**config.mk**
```make
export PLATFORM = sky130hd
export DESIGN_NAME = fifo_sample_reader
export DESIGN_NICKNAME = d
export VERILOG_FILES = /design/src/rtl/fir_pkg.sv /design/src/rtl/fir_skid_buf.sv /design/src/rtl/fifo_sample_reader.sv
export SDC_FILE = /design/constraint.sdc
export NUM_CORES = 1
export LEC_CHECK = 0
export BUFFER_PORTS_ARGS = -buffer_cell sky130_fd_sc_hd__buf_2
export CORE_MARGIN = 4
export CORE_UTILIZATION = 50
export CTS_CLUSTER_SIZE = 14
export DETAILED_ROUTE_END_ITERATION = 8
export HOLD_SLACK_MARGIN = 0.06
export PLACE_DENSITY = 0.82
export SYNTH_ARGS = -nofsm -noshare
export SYNTH_HDL_FRONTEND = slang
export SYNTH_SLANG_ARGS = --single-unit
```
**constraint.sdc**
```tcl
create_clock -name clk -period 4.8 [get_ports clk]
set_input_delay 0.72 -clock clk [delete_from_list [all_inputs] [get_ports clk]]
set_output_delay 0.72 -clock clk [all_outputs]
set_load 0.05 [all_outputs]
```
**src/rtl/fir_pkg.sv**
```systemverilog
// Definitions shared across the FIR sample path: default sample width and
// the read-controller state encoding.
package fir_pkg;

  localparam int DEF_DATA_W = 16;

  typedef enum logic [1:0] {
    IDLE   = 2'd0,
    RUN    = 2'd1,
    FINISH = 2'd2,
    DRAIN  = 2'd3
  } state_t;

endpackage

```
**src/rtl/fir_skid_buf.sv**
```systemverilog
// Two-entry register buffer between the FIFO pop and the FIR stream.
// The head entry is visible combinationally; push and pop may coincide.
module fir_skid_buf
  import fir_pkg::*;
#(
  parameter int W = DEF_DATA_W + 1
) (
  input  logic         clk,
  input  logic         rst_n,
  input  logic         i_push,
  input  logic [W-1:0] i_push_data,
  input  logic         i_pop,
  output logic [W-1:0] o_head,
  output logic [1:0]   o_count
);

  logic [W-1:0] r_mem [2];
  logic         r_head;
  logic [1:0]   r_count;
  logic         w_wr_ptr;

  // Write slot is head+count modulo 2; a push never arrives with count=2.
  assign w_wr_ptr = r_head ^ r_count[0];

  always_ff @(posedge clk or negedge rst_n) begin
    if (!rst_n) begin
      r_mem[0] <= '0;
      r_mem[1] <= '0;
      r_head   <= 1'b0;
      r_count  <= 2'd0;
    end else begin
      if (i_push) r_mem[w_wr_ptr] <= i_push_data;
      if (i_pop) r_head <= ~r_head;
      case ({i_push, i_pop})
        2'b10:   r_count <= r_count + 2'd1;
        2'b01:   r_count <= r_count - 2'd1;
        default: r_count <= r_count;
      endcase
    end
  end

  assign o_head  = r_mem[r_head];
  assign o_count = r_count;

endmodule

```
**src/rtl/fifo_sample_reader.sv**
```systemverilog
// Read-side controller for the filter sample FIFO: pops samples into a
// 2-entry buffer, streams them to the FIR with frame tagging and stops only on frame edges.
//
// state  | meaning
// IDLE   | stopped; no pops, underruns not counted
// RUN    | streaming; en=0 leads to FINISH (mid-frame) or DRAIN (on boundary)
// FINISH | popping the rest of the current frame, en ignored
// DRAIN  | no pops; emptying the buffer to the FIR, then IDLE
module fifo_sample_reader
  import fir_pkg::*;
#(
  parameter int DATA_W    = DEF_DATA_W,
  parameter int FRAME_LEN = 16,
  parameter int CNT_W     = 16
) (
  input  logic              clk,
  input  logic              rst_n,
  input  logic              en,
  input  logic              fifo_empty,
  input  logic [DATA_W-1:0] fifo_rd_data,
  output logic              fifo_rd_en,
  output logic              out_valid,
  output logic [DATA_W-1:0] out_data,
  output logic              out_last,
  input  logic              out_ready,
  output logic              busy,
  output logic [CNT_W-1:0]  underrun_cnt
);

  localparam int IDX_W = (FRAME_LEN > 1) ? $clog2(FRAME_LEN) : 1;
  localparam logic [IDX_W-1:0] LAST_IDX = IDX_W'(FRAME_LEN - 1);
  localparam logic [CNT_W-1:0] CNT_MAX  = '1;

  state_t            r_state;
  state_t            w_state_next;
  logic [IDX_W-1:0]  r_pop_idx;
  logic [IDX_W-1:0]  w_pop_idx_next;
  logic [CNT_W-1:0]  r_underrun_cnt;
  logic [1:0]        w_buf_count;
  logic [DATA_W:0]   w_buf_head;
  logic              w_pop;
  logic              w_pop_last;
  logic              w_xfer;
  logic              w_active;
  logic              w_starved;
  logic              w_buf_empty_next;

  assign w_pop      = fifo_rd_en;
  assign w_pop_last = (r_pop_idx == LAST_IDX);
  assign out_valid  = (w_buf_count != 2'd0);
  assign w_xfer     = out_valid & out_ready;
  assign w_buf_empty_next = (w_buf_count == 2'd0) ||
                            ((w_buf_count == 2'd1) && w_xfer);

  always_comb begin
    w_pop_idx_next = r_pop_idx;
    if (w_pop) w_pop_idx_next = w_pop_last ? '0 : r_pop_idx + 1'b1;
  end

  always_ff @(posedge clk or negedge rst_n) begin
    if (!rst_n) r_state <= IDLE;
    else        r_state <= w_state_next;
  end

  // The stop decision uses the post-pop index so a pop taken in the same
  // cycle as the stop is always followed by the rest of its frame.
  always_comb begin
    w_state_next = r_state;
    case (r_state)
      IDLE:   if (en) w_state_next = RUN;
      RUN:    if (!en) w_state_next = (w_pop_idx_next != '0) ? FINISH : DRAIN;
      FINISH: if (w_pop && w_pop_last) w_state_next = DRAIN;
      DRAIN:  if (w_buf_empty_next) w_state_next = IDLE;
      default: w_state_next = IDLE;
    endcase
  end

  always_comb begin
    w_active   = (r_state == RUN) || (r_state == FINISH);
    fifo_rd_en = w_active & ~fifo_empty & (w_buf_count < 2'd2);
    busy       = (r_state != IDLE);
    w_starved  = w_active & out_ready & ~out_valid;
  end

  always_ff @(posedge clk or negedge rst_n) begin
    if (!rst_n) begin
      r_pop_idx      <= '0;
      r_underrun_cnt <= '0;
    end else begin
      r_pop_idx <= w_pop_idx_next;
      if (w_starved && (r_underrun_cnt != CNT_MAX))
        r_underrun_cnt <= r_underrun_cnt + 1'b1;
    end
  end

  fir_skid_buf #(.W(DATA_W + 1)) u_skid_buf (
    .clk         (clk),
    .rst_n       (rst_n),
    .i_push      (w_pop),
    .i_push_data ({fifo_rd_data, w_pop_last}),
    .i_pop       (w_xfer),
    .o_head      (w_buf_head),
    .o_count     (w_buf_count)
  );

  assign out_data     = w_buf_head[DATA_W:1];
  assign out_last     = w_buf_head[0];
  assign underrun_cnt = r_underrun_cnt;

endmodule
```
==> results of run 1 <==
## per-stage QoR
step	area, µm²	worst slack [ps]	total power, mW	util [%]
after floorplan	2890	2324	1.956	-
after global placement	3223	2387	2.171	58.18
after detailed placement	3223	2333	2.211	58.18
after CTS	3383	2136	2.602	61.07
after global routing	3383	2006	2.736	61.07
final	3383	2158	2.573	61.07
## path summary, 6_finish.rpt
kind	start	end	slack, ps	cells after the start
worst max-delay path	r_state[0]	fifo_rd_en	2160	4
worst min-delay path	u_skid_buf.r_mem[0]	u_skid_buf.r_mem[0]	480	2
worst max register to register	r_state[0]	u_skid_buf.r_mem[30]	2320	6
worst min register to register	u_skid_buf.r_mem[0]	u_skid_buf.r_mem[0]	480	2
max in group asynchronous	rst_n	u_skid_buf.r_mem[5]	3780	2
min in group asynchronous	rst_n	u_skid_buf.r_mem[14]	530	2
## tightest hold or removal path: cells and delay by family (launching register included)
kind               cells  cell delay (ps)
DFF                    1              340
AOI/OAI and AO/OA      1               60
and+or+nand+nor        1               50
## cell families (layout without fill, tap and decap cells)
logic type / count (synthesis) / after routing
DFF: 59 / 59
and+or+nand+nor: 56 / 56
muxes: 52 / 52
AOI/OAI and AO/OA: 19 / 19
xor gates and xnor gates: 18 / 18
buffers and inverters: 14 / 81
adders and majority gates: 9 / 9
## routing by layer
| metal | vias to the layer above | GRT usage (%) | part of all wire [%] |
|---|---|---|---|
| met2 | 47 | 26.40 | 48 |
| met4 | 0 | 4.825 | 1.3 |
| met3 | 8 | 6.022 | 6.0 |
| met5 | - | 0 | 0 |
| met1 | 961 | 21.94 | 45 |
| li1 | 947 | - | - |
## area by class of cell
type | count | area share, %
well taps | 72 | 2.663
clock buffers | 12 | 4.290
clock inverters | 3 | 0.4438
multi-input cells | 154 | 39.39
flip-flops and latches | 59 | 43.64
repair buffers | 57 | 8.506
inverters | 9 | 1.072
## power by group through the flow
stage	clock network, mW	logic [mW]	registers (mW)
2_1_floorplan	0	1.11	0.851
3_3_place_gp	0	1.32	0.853
3_5_place_dp	0	1.35	0.865
4_1_cts	0.392	1.35	0.858
5_1_grt	0.419	1.43	0.887
6_report	0.381	1.33	0.858
## flip-flops by register name, summed over array words and instances, names as in the netlist
name,count
r_pop_idx,4
r_state,2
u_skid_buf.o_count,2
u_skid_buf.r_head,1
u_skid_buf.r_mem,34
underrun_cnt,16
## cells in the final DEF (no fill, tap or decap), drive strengths merged
cell     count
nor2         4
clkbuf      12
clkinv       3
or3b         1
o31ai        1
and3         3
o21ai        7
xor2        11
xnor2        7
inv          9
ha           9
nor4         4
o211ai       1
and4         3
o2111ai      2
buf         57
or4          1
mux2i        1
nor4b        1
nand3        7
nor3         6
o41ai        1
a21oi        2
dfrtp       59
mux2        51
nor2b        1
nand4        4
a31oi        3
a211oi       2
nor3b        2
nand2       18
or2          1
==> PnR_summary.wiki, run 1 <==
{| class="wikitable"
! Metric !! Value
|-
| Run status || finished, final reports clean
|-
| Grt ovf || 0
|-
| Critical-path cell with the highest stage delay || sky130_fd_sc_hd__dfrtp_1
|-
| Kind of start point of the critical path || register
|-
| Maximum number of pins on one net before global-route repair || 60
|-
| Xor/xnor cell area share of the yosys netlist || 5.455%
|-
| Net Count, Synth || 257
|-
| Highest cell delay on the worst timing path || 410 ps
|-
| Max-cap check violation count || 0
|-
| Wire length per cell || 15.15 µm
|-
| Crit Path Class || reg -> out
|-
| Highest clock frequency the design can meet || 0.3785 GHz
|-
| First-iteration detailed-routing DRC count || 45
|-
| Critical path fanouts, max || 7
|-
| HP Class || reg -> reg
|-
| Static Leakage || 1.668 nW
|-
| Setup total negative slack || 0 ps
|-
| Total Wirelength || 5545 µm
|-
| Setup repair after global routing missed its margin || false
|-
| Clock-pin slew on the worst setup and hold paths || 60 ps
|-
| Residual DRC count || 0
|-
| Synth Area in Compound Gates || 4.805%
|-
| Largest cells by area after synthesis || sky130_fd_sc_hd__dfrtp_1 51%, sky130_fd_sc_hd__mux2_2 17%, sky130_fd_sc_hd__mux2_4 4.2%
|-
| Actual slew at the worst max-slew pin || 916.8 ps
|-
| Largest delay contributor family on the critical path || buffers and inverters
|-
| Syn Inst Count || 227
|-
| Proportion of synthesized area in mux cells || 21.26%
|-
| Main synth FF type || sky130_fd_sc_hd__dfrtp_1
|-
| CP cell instances || inv_1 > ha_1 > nor3b_4 > buf_2
|-
| Proportion of power drawn by flip-flops and latches || 33.3%
|-
| Number of global-route vias before repair || 2035
|-
| Total via count in the routed design || 1963
|-
| Cell Count Post-Placement || 351
|-
| Sequential cell area || 1476 µm²
|-
| List of most frequent post-synthesis cells || 59 x sky130_fd_sc_hd__dfrtp_1, 43 x sky130_fd_sc_hd__mux2_2, 17 x sky130_fd_sc_hd__nand2_1
|-
| Worst vdd rail ir drop || 0.4505 mV
|-
| P&R area growth vs syn || 17.06%
|-
| Sink Count || 59
|-
| Number of slew-limit violations in the final report || 0
|-
| Rel. slew slack || 38.88%
|-
| Number of enable-type register cells in the synthesized netlist || 0
|-
| Number of non-filler instances in the completed layout || 366
|-
| Cell with the most instances after synthesis || sky130_fd_sc_hd__dfrtp_1
|-
| I/O Buffers || 56
|-
| Number of routed nets with antenna violations || 0
|-
| Number of diodes || 0
|-
| Library cell used as clock root buffer || sky130_fd_sc_hd__clkbuf_8
|-
| Power per standard cell area || 760.5 nW/µm²
|-
| Worst hold slack after final layout || 482.2 ps
|-
| Number of levels in the clock H-tree || 3
|-
| DR pass1 iterations || 4
|-
| Sort of element at the end of the critical path || output port
|-
| Total Routing Usage GR || 16.83%
|-
| Number of antenna violations at the first check in global routing || 0
|-
| Width of the die || 84.03 µm
|-
| # fillers || 488
|-
| Required time of the worst setup path || 4080 ps
|-
| Internal power || 1.412 mW
|-
| Synth Cell Area || 2890 µm²
|-
| Sw Share || 45.12%
|-
| CTS Hold Bufs || 0
|-
| Setup repair bufs after CTS || 0
|-
| Clock tree from TritonCTS || done
|-
| Number of core rows || 27
|-
| Final Setup Violations || 0
|-
| Worst clock skew on the final layout || 6.595 ps
|-
| Clock Path Buffers || 2
|-
| Top Ports || 57
|-
| Count of distinct cell types in the synthesized netlist || 37
|-
| Final Cycle Share || 55.04%
|-
| Buffer and inverter count on the worst path || 2
|-
| Number of vias per cell || 5.363
|-
| Leading area contributor after synthesis || sky130_fd_sc_hd__dfrtp_1
|-
| Share of the synthesized area in the top cell type || 51.08%
|-
| Clock Power Share || 14.8%
|-
| Multi-input gate area in the final layout || 1333 µm²
|-
| Effective utilization at floorplan || 52.17%
|-
| Source-to-sink clock delay at the later pin of the worst-skew pair || 330 ps
|-
| Switching power summed over all nets || 1.161 mW
|-
| Share of synthesized cell area in full adder, half adder and majority cells || 3.896%
|-
| Proportion of layout cells with a drive suffix above 1 || 42.86%
|-
| Combinational family with the most area after synthesis || multiplexers
|-
| Average cell area after synthesis || 12.73 µm²
|-
| CTS buffer count || 9
|-
| First-pass GRT wire length || 9591 µm
|-
| Height of the die || 84.03 µm
|-
| Die Area || 7061 µm²
|-
| Core Area || 5540 µm²
|-
| Hold Violations, Final || 0
|-
| Layout Nets || 320
|-
| Number of synthesis warnings || 0
|-
| Synthesized flop and latch total || 59
|-
| Arrival time of data at the critical path endpoint || 1920 ps
|-
| Sequential-to-total area share from yosys stat || 51.08%
|-
| Async SR Flop Fraction || 100.0%
|-
| Combinational share of power || 51.9%
|-
| Count of cells resized by post-cts repair || 0
|-
| Simple-gate share of the synthesized area || 10.69%
|-
| Weighted congestion at the end of routability-driven global placement || 0.7505
|-
| Sum of net half-perimeters after detailed placement || 3926 µm
|-
| Minimum clock period after layout || 2642 ps
|}
(Power assumes the default switching activity.)
==> inputs of run 2 (changes only) <==
--- a/config.mk
+++ b/config.mk
@@ -7,11 +7,11 @@
 export LEC_CHECK = 0
 export BUFFER_PORTS_ARGS = -buffer_cell sky130_fd_sc_hd__buf_2
 export CORE_MARGIN = 4
-export CORE_UTILIZATION = 50
+export CORE_UTILIZATION = 49
 export CTS_CLUSTER_SIZE = 14
 export DETAILED_ROUTE_END_ITERATION = 8
 export HOLD_SLACK_MARGIN = 0.06
-export PLACE_DENSITY = 0.82
+export PLACE_DENSITY = 0.84
 export SYNTH_ARGS = -nofsm -noshare
 export SYNTH_HDL_FRONTEND = slang
 export SYNTH_SLANG_ARGS = --single-unit
==> constraint.sdc (replaced) <==
create_clock -name clk -period 2.4 [get_ports clk]
set_input_delay 0.36 -clock clk [delete_from_list [all_inputs] [get_ports clk]]
set_output_delay 0.36 -clock clk [all_outputs]
set_load 0.05 [all_outputs]
==> PnR_summary.wiki, run 2 (same netlist as run 1, synthesis figures left out) <==
{| class="wikitable"
! Metric !! Value
|-
| Run status || finished, final reports clean
|-
| # fillers || 454
|-
| Buffer and inverter count on the worst path || 2
|-
| Total via count in the routed design || 1984
|-
| Post-route design area || 3470 µm²
|-
| Number of routed nets with antenna violations || 0
|-
| Worst clock skew on the final layout || 8.498 ps
|-
| DR pass1 iterations || 4
|-
| First-pass GRT wire length || 9860 µm
|-
| Flip-flop count of the largest register, all copies and words added || 34
|-
| Worst reg2reg setup slack || 260 ps
|-
| Hold Path End || u_skid_buf.r_mem[3]
|-
| Static Leakage || 1.703 nW
|-
| CTS buffer count || 9
|-
| Source-to-sink clock delay at the later pin of the worst-skew pair || 330 ps
|-
| P&R area growth vs syn || 20.04%
|-
| Critical R2R Capture || u_skid_buf.r_mem[31]
|-
| Most common cell after layout, fill and taps aside || sky130_fd_sc_hd__dfrtp_1
|-
| Sort of element at the end of the critical path || output port
|-
| Residual DRC count || 0
|-
| Clock tree from TritonCTS || done
|-
| Minimum clock period after layout || 2201 ps
|-
| Worst vdd rail ir drop || 0.8002 mV
|-
| Startpoint of the tightest hold check path || fifo_rd_data[2]
|-
| Final Cycle Share || 91.71%
|-
| HP Class || in -> reg
|-
| Met3 wire length || 360 µm
|-
| Maximum number of pins on one net before global-route repair || 24
|-
| Multi-input gate area in the final layout || 1345 µm²
|-
| Number of vias per cell || 5.333
|-
| Total Wirelength || 5785 µm
|-
| Most flop-heavy register || u_skid_buf.r_mem
|-
| Number of cells on the worst reg-to-reg path || 7
|-
| Top routing layer in use || met4
|-
| Worst setup slack after layout || 199.0 ps
|-
| Max-cap check violation count || 0
|-
| Reg-to-reg critical path startpoint || r_state[0]
|-
| Kind of start point of the critical path || register
|-
| Core Area || 5608 µm²
|-
| Number of antenna violations at the first check in global routing || 0
|-
| Sequential cell area || 1476 µm²
|-
| Highest cell delay on the worst timing path || 440 ps
|-
| Hold Violations, Final || 0
|-
| Top library cells by usage in the layout, fill and taps aside || 59 x sky130_fd_sc_hd__dfrtp_1, 56 x sky130_fd_sc_hd__buf_2, 43 x sky130_fd_sc_hd__mux2_2
|-
| Height of the die || 84.80 µm
|-
| Arrival time of data at the critical path endpoint || 1840 ps
|-
| Grt ovf || 0
|-
| I/O Buffers || 56
|-
| Setup Slack @ Placement || 287.4 ps
|-
| Actual slew at the worst max-slew pin || 463.7 ps
|-
| Sink Count || 59
|-
| Final Setup Violations || 0
|-
| Highest clock frequency the design can meet || 0.4543 GHz
|-
| Placement Cell Area || 3266 µm²
|-
| Rel. slew slack || 68.98%
|-
| Number of global-route vias before repair || 2097
|-
| Sum of net half-perimeters after detailed placement || 4203 µm
|-
| Number of levels in the clock H-tree || 3
|-
| Critical-path cell with the highest stage delay || sky130_fd_sc_hd__dfrtp_1
|-
| Effective utilization at floorplan || 51.54%
|-
| Critical path fanouts, max || 7
|-
| Number of slew-limit violations in the final report || 0
|-
| Setup repair after global routing missed its margin || false
|-
| Number of diodes || 0
|-
| Crit Path Class || reg -> out
|-
| Hold Path Stages || 2
|-
| Number of core rows || 27
|-
| Power per standard cell area || 1541 nW/µm²
|-
| Clock-pin slew on the worst setup and hold paths || 70 ps
|-
| Routed length on met2 || 2807 µm
|-
| Largest delay contributor family on the critical path || flip-flops
|-
| Required time of the worst setup path || 2040 ps
|-
| Wire length per cell || 15.55 µm
|-
| Post-Route M1 WL || 2565 µm
|-
| Layout Nets || 325
|-
| Library cell used as clock root buffer || sky130_fd_sc_hd__clkbuf_8
|-
| Top Ports || 57
|-
| Proportion of layout cells with a drive suffix above 1 || 45.00%
|-
| First-iteration detailed-routing DRC count || 32
|-
| Die Area || 7191 µm²
|-
| Total Routing Usage GR || 17.30%
|-
| Worst hold slack after final layout || 277.9 ps
|-
| Clock Path Buffers || 2
|-
| Width of the die || 84.80 µm
|-
| Weighted congestion at the end of routability-driven global placement || 0.8337
|-
| CP cell instances || inv_2 > ha_4 > nor3b_4 > buf_2
|}
-- run 2: changes by cell type in the layout (fill, tap and decap cells not counted), sizes merged --
| cell | delta |
|---|---|
| clkbuf | -1 |
| clkinvlp | +1 |
| dlygate4sd3 | +1 |
| bufinv | +1 |
| buf | +4 |
-- run 2: power breakdown --
part,total [mW],leakage (nW),internal [mW],switching (mW)
sequential,1.68,0.736,1.39,0.290
combinational,2.79,0.868,1.08,1.70
clock,0.879,0.0991,0.502,0.377
-- run 2: metal layers --
metal / up-vias / global-route usage (%)
li1: 951 / -
met1: 967 / 21.77
met2: 60 / 27.76
met3: 6 / 5.594
met4: 0 / 6.619
met5: - / 0
-- run 2: per-stage QoR --
stage | TNS (ps) | power [mW] | cells | utilization (%)
global route | 0 | 5.665 | 372 | 61.87
finish | 0 | 5.346 | 372 | 61.87
floorplan | -50.88 | 3.940 | 227 | -
detailed placement | 0 | 4.495 | 355 | 58.23
global placement | 0 | 4.385 | 355 | 58.23
CTS | 0 | 5.388 | 372 | 61.87
-- run 2: layout make-up --
class | count | area share, %
sequential | 59 | 42.55
clock buffer | 11 | 4.075
timing repair buffer | 62 | 9.448
clock inverter | 5 | 1.515
multi-input combinational | 154 | 38.77
inverter | 9 | 1.046
tap | 72 | 2.596
-- run 2: how the worst max path moves through the flow --
stage | from | end | slack [ps] | depth (start not counted)
2_1_floorplan | r_state[0] | u_skid_buf.r_mem[25] | -6 | 8
3_3_place_gp | r_state[0] | u_skid_buf.r_mem[25] | 360 | 7
3_5_place_dp | r_state[0] | u_skid_buf.r_mem[27] | 290 | 7
4_1_cts | r_state[0] | fifo_rd_en | 200 | 4
5_1_grt | r_state[1] | r_state[1] | 50 | 7
6_report | r_state[0] | fifo_rd_en | 200 | 4
-- run 2: timing repair --
action | 4_1_cts | 5_1_grt
hold buffers | 1 | 0
hold endpoints to repair | 15 | 0
setup buffers | 0 | 0
gates resized for setup | 0 | 0
